===== config.mk =====
export PLATFORM = sky130hd
export DESIGN_NAME = hansen_mem_arbiter
export DESIGN_NICKNAME = d
export VERILOG_FILES = /design/src/rtl/hansen_mem_arbiter.sv
export SDC_FILE = /design/constraint.sdc
export NUM_CORES = 1
export LEC_CHECK = 0
export ABC_AREA = 1
export CAP_MARGIN = 20
export CORE_AREA = 2 2 122 124
export CTS_CLUSTER_SIZE = 14
export DETAILED_ROUTE_END_ITERATION = 12
export DIE_AREA = 0 0 124 126
export PLACE_DENSITY = 0.94
export SETUP_SLACK_MARGIN = 0.5
export SLEW_MARGIN = 20
export SYNTH_ARGS = -nofsm -noshare
export SYNTH_HDL_FRONTEND = slang
export SYNTH_SLANG_ARGS = --single-unit
export TNS_END_PERCENT = 30

===== constraint.sdc =====
create_clock -name clk -period 3.5 [get_ports clk]
set_clock_uncertainty 0.2 [all_clocks]
set_input_delay 0.35 -clock clk [delete_from_list [all_inputs] [get_ports clk]]
set_output_delay 0.35 -clock clk [all_outputs]
set_load 0.01 [all_outputs]

===== src/rtl/hansen_mem_arbiter.sv =====
// hansen_mem_arbiter
//
// Shares one single-port, variable-latency memory between the core's
// instruction-fetch port (I) and load/store port (D). One transaction is in
// flight at a time; completion is reported with a one-cycle ready pulse
// carrying the read data and an error flag. D wins ties, but only
// MAX_D_STREAK times in a row while I is waiting. A transaction that sees no
// mem_ready within TIMEOUT busy cycles is aborted with an error pulse. A fetch
// flushed while in flight is drained silently.
//
// Ports:
//   clk, reset                      clock (rising edge), synchronous active-high reset
//   i_req/i_addr/i_flush            fetch request, address, discard pending fetch
//   i_ready/i_rdata/i_err           fetch completion pulse, data, timeout flag
//   d_req/d_we/d_addr/d_wdata       load/store request
//   d_ready/d_rdata/d_err           load/store completion pulse, data (0 for stores), timeout flag
//   mem_req/mem_we/mem_addr/mem_wdata  memory command, held stable for the whole access
//   mem_rdata/mem_ready             memory response
//   core_stall                      combinational stall to the core
module hansen_mem_arbiter #(
    parameter int ADDR_W       = 32,
    parameter int DATA_W       = 32,
    parameter int MAX_D_STREAK = 4,
    parameter int TIMEOUT      = 255
) (
    input  logic              clk,
    input  logic              reset,

    input  logic              i_req,
    input  logic [ADDR_W-1:0] i_addr,
    input  logic              i_flush,
    output logic              i_ready,
    output logic [DATA_W-1:0] i_rdata,
    output logic              i_err,

    input  logic              d_req,
    input  logic              d_we,
    input  logic [ADDR_W-1:0] d_addr,
    input  logic [DATA_W-1:0] d_wdata,
    output logic              d_ready,
    output logic [DATA_W-1:0] d_rdata,
    output logic              d_err,

    output logic              mem_req,
    output logic              mem_we,
    output logic [ADDR_W-1:0] mem_addr,
    output logic [DATA_W-1:0] mem_wdata,
    input  logic [DATA_W-1:0] mem_rdata,
    input  logic              mem_ready,

    output logic              core_stall
);

    localparam int STREAK_W = (MAX_D_STREAK < 1) ? 1 : $clog2(MAX_D_STREAK + 1);
    // Counter can reach TIMEOUT on the exit cycle, so size for TIMEOUT itself.
    localparam int TMO_W    = (TIMEOUT < 1) ? 1 : $clog2(TIMEOUT + 1);

    typedef enum logic [1:0] {
        IDLE   = 2'd0,
        BUSY_I = 2'd1,
        BUSY_D = 2'd2,
        DRAIN  = 2'd3
    } state_t;

    state_t              state;
    state_t              state_n;
    logic [STREAK_W-1:0] d_streak;
    logic [TMO_W-1:0]    tmo_cnt;

    logic i_elig;
    logic d_elig;
    logic streak_full;
    logic tmo_hit;
    logic grant_i;
    logic grant_d;
    logic finish_i;
    logic finish_d;
    logic abort;

    // A requester whose ready pulse is high is answering the old request this
    // cycle, so it must not be granted again on the same cycle.
    assign i_elig      = i_req & ~i_ready & ~i_flush;
    assign d_elig      = d_req & ~d_ready;
    assign streak_full = (d_streak == STREAK_W'(MAX_D_STREAK));
    // This busy cycle is the TIMEOUT-th one without mem_ready.
    assign tmo_hit     = (tmo_cnt == TMO_W'(TIMEOUT - 1));

    assign core_stall  = (i_req & ~i_ready) | (d_req & ~d_ready);

    always_comb begin
        // NOTE: every signal gets a default before the case so no path leaves
        // one unassigned, which would otherwise infer a latch.
        state_n  = state;
        grant_i  = 1'b0;
        grant_d  = 1'b0;
        finish_i = 1'b0;
        finish_d = 1'b0;
        abort    = 1'b0;

        unique case (state)
            IDLE: begin
                if (d_elig && !(i_elig && streak_full)) begin
                    grant_d = 1'b1;
                    state_n = BUSY_D;
                end else if (i_elig) begin
                    grant_i = 1'b1;
                    state_n = BUSY_I;
                end
            end

            BUSY_I: begin
                if (mem_ready) begin
                    // A flush on the completing cycle drops the result.
                    state_n  = IDLE;
                    finish_i = ~i_flush;
                end else if (i_flush) begin
                    // Already out of time: nothing left to drain.
                    state_n = tmo_hit ? IDLE : DRAIN;
                end else if (tmo_hit) begin
                    state_n  = IDLE;
                    finish_i = 1'b1;
                    abort    = 1'b1;
                end
            end

            BUSY_D: begin
                if (mem_ready) begin
                    state_n  = IDLE;
                    finish_d = 1'b1;
                end else if (tmo_hit) begin
                    state_n  = IDLE;
                    finish_d = 1'b1;
                    abort    = 1'b1;
                end
            end

            DRAIN: begin
                if (mem_ready || tmo_hit) begin
                    state_n = IDLE;
                end
            end

            default: state_n = IDLE;
        endcase
    end

    // NOTE: sequential state uses non-blocking assignments so every register
    // samples pre-edge values regardless of statement order.
    always_ff @(posedge clk) begin
        if (reset) begin
            state     <= IDLE;
            d_streak  <= '0;
            tmo_cnt   <= '0;
            i_ready   <= 1'b0;
            i_rdata   <= '0;
            i_err     <= 1'b0;
            d_ready   <= 1'b0;
            d_rdata   <= '0;
            d_err     <= 1'b0;
            mem_req   <= 1'b0;
            mem_we    <= 1'b0;
            mem_addr  <= '0;
            mem_wdata <= '0;
        end else begin
            state   <= state_n;
            mem_req <= (state_n != IDLE);

            i_ready <= finish_i;
            i_err   <= finish_i & abort;
            d_ready <= finish_d;
            d_err   <= finish_d & abort;

            // Read data holds between pulses; aborts and stores return zero.
            if (finish_i) begin
                i_rdata <= abort ? '0 : mem_rdata;
            end
            if (finish_d) begin
                d_rdata <= (abort || mem_we) ? '0 : mem_rdata;
            end

            if (grant_i || grant_d) begin
                mem_we    <= grant_d & d_we;
                mem_addr  <= grant_d ? d_addr : i_addr;
                mem_wdata <= grant_d ? d_wdata : '0;
                tmo_cnt   <= '0;
            end else if (state != IDLE && !mem_ready) begin
                tmo_cnt <= tmo_cnt + 1'b1;
            end

            // Streak counts D wins over a waiting I; any other grant resets it.
            if (grant_i) begin
                d_streak <= '0;
            end else if (grant_d) begin
                if (!i_elig) begin
                    d_streak <= '0;
                end else if (!streak_full) begin
                    d_streak <= d_streak + 1'b1;
                end
            end
        end
    end

endmodule


Word-level counts from Yosys, hierarchy flattened
Cells that the tools add are included.

storage, ports and cells
  register bits after elaboration = 147
  input port bits = 135
  output and inout bits = 135
  logic and storage cells = 74

operators by class
  add/sub/neg operators = 2
  equality and inequality tests = 6
  muxes and demuxes = 29
  bitwise logic cells = 10
  reduce and logical (&&, ||, !) cells = 14

operator list
  kind                                           count
  2-to-1 mux 32 bit                              4
  2-to-1 mux 2 bit                               8
  2-to-1 mux 1 bit                               13
  adder 8 x 1 -> 8 bit, second input constant    1
  == test 8 bit, second input constant           1
  one-hot mux 2 bit (4 select lines)             1
  AND 1 bit                                      6
  2-to-1 mux 3 bit                               2
  == test 2 bit, second input constant           2
  nonzero test 2 bit                             2
  OR reduction 2 bit                             2
  adder 3 x 1 -> 3 bit, second input constant    1
  == test 3 bit, second input constant           1
  logical AND 1 bit                              3
  logical OR 1 bit                               3
  NOT 1 bit                                      3
  == test 2 x 1 -> 1 bit, second input constant  1
  zero test 1 bit                                2
  zero test 2 bit                                1
  inequality test 2 bit, second input constant   1
  one-hot mux 1 bit (2 select lines)             1
  AND reduction 2 bit                            1
  bitwise OR 1 bit                               1

Depth between registers and ports, before layout
Gate-level depths: netlist (run 1).

  word-level depth = 10
  gate-level depth with buffers = 12
  gate-level depth less buffers = 10

Least setup slack after synthesis (run 1)
No wires, ideal clock.

  path type = reg-to-reg
  from = register state[0]
  to = register tmo_cnt[5]
  setup time = 0.114 ns
  data arrival time = 1.468 ns
  required time = 3.186 ns
  slack = 1.718 ns
  cell stages (with the launch flop) = 9
  path buffers = 1
  clock period less this slack = 1.782 ns
  cells stage by stage = dfxtp_1 inv_1 ha_1 buf_2 nor2_1 nand4_1 nor2_1 xor2_1 nor2_1

between the ends
  cells in the longest elaborated chain, start to end = 4
  elaborated cells between the ends (all ways) = 7

ends and longest elaborated chain
  what                          RTL line  source
  start: declaration            65        state_t state;
  start signal: assignment      165       state <= state_n;
  zero test 2 bit               100       unique case (state)
  2-to-1 mux 1 bit              100
  logical OR 1 bit              181       if (grant_i || grant_d) begin
  OR reduction 2 bit (no line)  -
  end signal: assignment        187       tmo_cnt <= tmo_cnt + 1'b1;
  end: declaration              68        logic [TMO_W-1:0] tmo_cnt;

Several ways; a longest one is shown, not always the timed one.
A chain may end at the register's enable or synchronous reset.

Worst setup path in the final report (run 1)
  from = register tmo_cnt[0]
  to = register i_rdata[18]

between the ends
  cells in the longest elaborated chain, start to end = 6
  elaborated cells between the ends (all ways) = 9

ends and longest elaborated chain
  what                                RTL line  source
  == test 8 bit (*)                   86        assign tmo_hit = (tmo_cnt == TMO_W'(TIMEOUT - 1));
  2-to-1 mux 1 bit (*)                119, 130
  2-to-1 mux 1 bit                    116       end else if (i_flush) begin
  2-to-1 mux 1 bit                    112       if (mem_ready) begin
  one-hot mux 1 bit (2 select lines)  100
  2-to-1 mux 32 bit                   175       i_rdata <= abort ? '0 : mem_rdata;
  end signal: assignment              175
  end: declaration                    33        output logic [DATA_W-1:0] i_rdata,

Every way passes the cells marked *; elsewhere a longest branch is shown, timed or not.

==> results of run 1 <==
==> area by class of cell <==
| cell class | instances | area (sq um) | area share [%] |
|---|---|---|---|
| clock inverter | 15 | 146 | 1.51 |
| tap | 184 | 230 | 2.37 |
| multi-input combinational | 618 | 2980 | 30.7 |
| timing repair buffer | 278 | 2760 | 28.4 |
| inverter | 62 | 233 | 2.40 |
| sequential | 147 | 2940 | 30.3 |
| clock buffer | 17 | 425 | 4.38 |
==> cell usage after synthesis (all sizes together) <==
| library cell | n | share of area (%) |
|---|---|---|
| a21boi | 32 | 3.7 |
| a21oi | 6 | 0.52 |
| buf | 41 | 3.9 |
| clkbuf | 20 | 1.2 |
| dfxtp | 147 | 45 |
| ha | 8 | 1.5 |
| inv | 62 | 3.6 |
| nand2 | 198 | 12 |
| nand3 | 108 | 8.7 |
| nand4 | 36 | 3.7 |
| nor2 | 183 | 12 |
| nor3 | 3 | 0.31 |
| o21ai | 38 | 2.9 |
| xnor2 | 1 | 0.14 |
| xor2 | 5 | 0.68 |
==> metrics by stage <==
stage	hold slack (ns)	cell area [sq um]	utilization [%]
after CTS	0.254	9710	67.8
after global routing	0.279	9710	67.8
final	0.253	9710	67.8
after floorplan	0.267	6480	-
after detailed placement	0.243	9140	63.9
after global placement	0.236	9140	63.9
==> power groups by stage <==
stage | Sequential [mW] | Clock, mW | Combinational [mW]
final | 1.83 | 1.78 | 0.827
after global routing | 1.84 | 1.89 | 0.910
after CTS | 1.83 | 1.80 | 0.832
after detailed placement | 1.86 | 0 | 0.827
after global placement | 1.86 | 0 | 0.813
after floorplan | 1.90 | 0 | 0.376
==> worst paths after layout <==
path                startpoint      endpoint  slack, ns  depth (start not counted)
setup / recovery    tmo_cnt[0]   i_rdata[18]       0.95                          9
hold / removal    mem_wdata[4]  mem_wdata[4]       0.25                          2
setup reg to reg    tmo_cnt[0]   i_rdata[18]       0.95                          9
hold reg to reg   mem_wdata[4]  mem_wdata[4]       0.25                          2
==> registers in the layout (all words and copies together), names as in the netlist, 2 cells and up <==
register   cells
d_rdata       32
d_streak       3
i_rdata       32
mem_addr      32
mem_wdata     32
state          2
tmo_cnt        8
==> per-layer routing <==
metal | wire [microns] | share of wire, %
met2 | 9820 | 48
met5 | 0 | 0
met1 | 7840 | 39
met4 | 507 | 2.5
met3 | 2140 | 11
==> cells by family after synthesis <==
family | share of synthesized area, %
buffers and inverters | 8.67
xor gates and xnor gates | 0.811
DFF | 45.4
and+or+nand+nor | 36.4
adders and majority gates | 1.55
AOI/OAI and AO/OA | 7.17
==> worst max-delay path: cells and delay by family, from the launching register on <==
family	cells	cell delay [ns]
AO/OA/AOI/OAI	1	0.10
buffers and inverters	1	0.10
flip-flops	1	0.34
AND/OR/NAND/NOR	6	1.47
adder cells (fa/ha/maj)	1	0.18
==> results.cfg, run 1 <==
[cells_and_area]
layout_commonest_cell = clkdlybuf4s50_1
final_cell_mix = 268 x clkdlybuf4s50_1, 192 x nand2_1, 160 x nor2_1
syn_to_final_growth_pct = 50.0
drive_gt1_share_pct = 7.74
fin_nets = 1267
n_fill_cell = 1157
stdcell_count = 1321
num_antenna_cells = 0

[clocking]
post_cts_buffers = 0
hold_buffers = 0
clock_latency_ns = 0.42
clock_sinks = 147
clk_pin_slew_ns = 0.07
h-tree-depth = 4
cts_resized = 0
cts_buffers = 17
cts_buffer_depth = 2
root_buffer = clkbuf_16
cts_tree = yes

[timing]
setup_ws_ns = 0.950
maxSlewViolCount = 0
slew_headroom_pct = 49.6
fmax_mhz = 392
worstMarginPinSlew_ns = 0.755
rsz0062_at_grt = no
setup-violations-final = 0
fin_setup_tns_ns = 0
period_needed_ns = 2.55
min_period_over_period_pct = 72.9
hold_viol = 0

[global_route]
met2_usage_pct = 43.6
grt.busiest_layer = met2
met3_usage_pct = 9.92
grt_pass1_vias = 6373
overflow = 0
track_usage_pct = 25.3
grt_max_degree = 68
antenna_found_initial = 0
grt_pass1_wl_microns = 31200
use_met1_pct = 27.4

[floorplan]
die_area_sq_um = 15600
start_util_pct = 45.2
fp-row-count = 44
core_area_sq_um = 14300
die_w_microns = 124
chipHeight_microns = 126
ios = 270

[placed_design]
io_buffers = 269
place_ws_ns = 0.982
hpwl_microns = 14000
place.gp.congestion = 0.796
placed_cells = 1289

[critical_path]
crit_required_ns = 3.59
crit_fanout = 36
cp-start-kind = flop
slowest_stage = nand3_2
worst-setup-path-type = reg2reg
endpoint_kind = flop
crit_chain = inv_1 > ha_1 > nand2_1 > nor2_1 > nand2_4 > nand2_8 > nand3_2 > nand3_1 > o21ai_1
cp.arrival_ns = 2.64
max_stage_delay_ns = 0.63

[yosys]
ys_ff_latch = 147
yosys_warnings = 0
syn_avg_cell_area_sq_um = 7.29
seq_area_frac_synth_pct = 45.4
syn_inst = 888
yosysUniqueCellTypes = 31
synth_nets = 1031
synthesis.area_sq_um = 6480

[drt]
wirelength_microns = 20300
vias = 6733
drc = 0
postRouteAntennaNets = 0
drt-initial-drc-count = 330
viasPerCell = 5.10
wire_per_inst_microns = 15.4
first_pass_iters = 5

[pwr]
pwr_density_cell_nw_per_um2 = 456
p_seq_share_pct = 41.2
p_switching_mw = 1.24
internal_power_mw = 3.18
p_clk_share_pct = 40.1
p_sw_share_pct = 28.1
p_comb_share_pct = 18.7
peakVddDrop_uv = 314
p_leak_nw = 4.23
finalPower_mw = 4.43

[flow_run]
drv_cap = 0

[outcome]
status = finished clean

[worst_hold_path]
hold_path_class = reg2reg
Note: power is estimated with default switching activity, not from simulation.
==> inputs of run 2 (changes only) <==
Settings changed: CORE_AREA 2 2 122 124 to 2 2 132 134, DIE_AREA 0 0 124 126 to 0 0 134 136, PLACE_DENSITY 0.94 to 0.86.
Clock period 3.5 ns to 2.15 ns, I/O delays scaled along.
==> run 2 against run 1 <==
  * Core utilization grew 1.4 points
  * Register-to-register slack lost 0.64 ns
  * Final cell count grew 8.6%
  * Via count grew 9.0%
  * Hold slack lost 0.14 ns
  * Die area grew 17%
  * Critical path type unchanged
  * Largest cell class is now non-clock buffers
  * Highest routed layer unchanged
==> results.cfg, run 2 (synthesized netlist as in run 1, its figures left out) <==
[outcome]
status = finished clean

[timing]
fmax_mhz = 542
slew_headroom_pct = 73.1
setup-violations-final = 0
rsz0062_at_grt = yes
hold_viol = 0
min_period_over_period_pct = 85.8
maxSlewViolCount = 0
worstMarginPinSlew_ns = 0.403
fin_setup_tns_ns = 0
period_needed_ns = 1.84

[pwr]
p_sw_share_pct = 27.1
p_leak_nw = 5.13
peakVddDrop_uv = 620
internal_power_mw = 5.96
pwr_density_cell_nw_per_um2 = 699
p_seq_share_pct = 36.5
p_switching_mw = 2.21
p_comb_share_pct = 24.0
finalPower_mw = 8.17
p_clk_share_pct = 39.5

[cells_and_area]
layout_commonest_cell = clkdlybuf4s50_1
regArea_sq_um = 2960
fin_util_pct = 69.2
finalInstanceArea_sq_um = 11700
syn_to_final_growth_pct = 80.3
final_cell_mix = 260 x clkdlybuf4s50_1, 168 x nand2_1, 148 x nor2_1
fin_nets = 1338
n_fill_cell = 1217
drive_gt1_share_pct = 22.0
multi_input_area_sq_um = 3500

[floorplan]
fp-row-count = 48
die_area_sq_um = 18200
core_area_sq_um = 16900
chipHeight_microns = 136
die_w_microns = 134
start_util_pct = 38.4
ios = 270

[critical_path]
cp-start-kind = flop
r2r_cells = 11
r2r_start = tmo_cnt[0]
endpoint_kind = flop
rrSetupSlack_ns = 0.31
cp.arrival_ns = 1.95
worst-setup-path-type = reg2reg
crit_fanout = 8
r2r-end = i_rdata[9]
crit_required_ns = 2.26

[flow_run]
drv_cap = 0

[clocking]
cts_tree = yes
root_buffer = clkbuf_16
cts_buffer_depth = 2
hold_buffers = 0
h-tree-depth = 4
clk_pin_slew_ns = 0.06
cts_buffers = 17
clock_sinks = 147
clock_latency_ns = 0.42

[drt]
first_pass_iters = 5
postRouteAntennaNets = 0
wire_per_inst_microns = 17.8
viasPerCell = 5.12
drt-initial-drc-count = 282
vias = 7339
wirelength_microns = 25500
drc = 0

[worst_hold_path]
hold_path_class = in2reg
min_to = tmo_cnt[6]
worstHoldStart = reset
min_path_cells = 5

[global_route]
grt_pass1_wl_microns = 35400
antenna_found_initial = 1
track_usage_pct = 24.8
grt_pass1_vias = 6986
grt_max_degree = 35
overflow = 0

[placed_design]
hpwl_microns = 13800
post_dp_cell_area_sq_um = 9440
io_buffers = 269
place.gp.congestion = 0.836
==> run 2: cell count changes in the layout (fill, tap and decap cells not counted), sizes merged, moves of 3 or more <==
cell / before / now
buf: 10 / 71
clkbuf: 17 / 32
clkdlybuf4s50: 268 / 260
inv: 70 / 62
dlymetal6s2s: 0 / 5
bufinv: 1 / 4
==> run 2: worst max path at each step <==
stage / startpoint / to / slack (ns) / cells past startpoint
floorplan: state[0] / tmo_cnt[5] / 0.49 / 8
global placement: d_req / core_stall / 0.07 / 6
detailed placement: d_req / core_stall / 0.05 / 6
CTS: mem_addr[22] / mem_addr[22] / 0.33 / 1
global route: tmo_cnt[0] / i_rdata[2] / 0.26 / 11
finish: tmo_cnt[0] / i_rdata[9] / 0.31 / 11
==> run 2: what timing repair did <==
| item | in CTS | in global routing |
|---|---|---|
| setup buffers | 28 | 5 |
| setup endpoints to repair | 278 | 280 |
| resized for setup | 86 | 107 |
| pin swaps | 17 | 27 |
| gates cloned | 13 | 12 |
==> run 2: worst max-delay path, cell delays in order (launching register included) <==
cell       delay (ns)
dfxtp_2          0.32
inv_2            0.08
ha_4             0.15
nand2_4          0.06
nor2_4           0.11
nand2_4          0.08
nand2_8          0.10
buf_6            0.10
nand3_4          0.15
clkbuf_16        0.23
nand3_2          0.07
o21ai_1          0.08
==> run 2: final cells by class <==
type	instances	area share, %
repair buffers	349	34.6
multi-input cells	618	30.0
flip-flops and latches	147	25.4
clock buffers	21	3.94
well taps	225	2.41
inverters	62	2.19
clock inverters	11	1.51
diodes	1	0.0214
==> run 2: routing by layer <==
metal | vias up | share of wire, % | global-route usage [%]
met5 | - | 0 | 0
met4 | 0 | 3.6 | 11.3
met3 | 71 | 9.7 | 9.58
met2 | 341 | 50 | 43.5
met1 | 3459 | 37 | 26.4
li1 | 3468 | - | -
==> run 2: metrics by stage <==
stage / cells / hold slack, ns / worst slack [ns]
detailed placement: 1343 / 0.240 / 0.0535
CTS: 1416 / 0.0957 / 0.333
finish: 1434 / 0.113 / 0.305
floorplan: 888 / 0.146 / 0.493
global placement: 1343 / 0.235 / 0.0680
global route: 1434 / 0.142 / 0.258
==> run 2: power groups by stage <==
| stage | Clock, mW | Sequential, mW | Combinational [mW] |
|---|---|---|---|
| after floorplan | 0 | 3.09 | 0.619 |
| after global placement | 0 | 3.02 | 1.40 |
| after detailed placement | 0 | 3.03 | 1.42 |
| after CTS | 3.27 | 2.97 | 1.76 |
| after global routing | 3.38 | 2.99 | 2.10 |
| final | 3.22 | 2.98 | 1.96 |
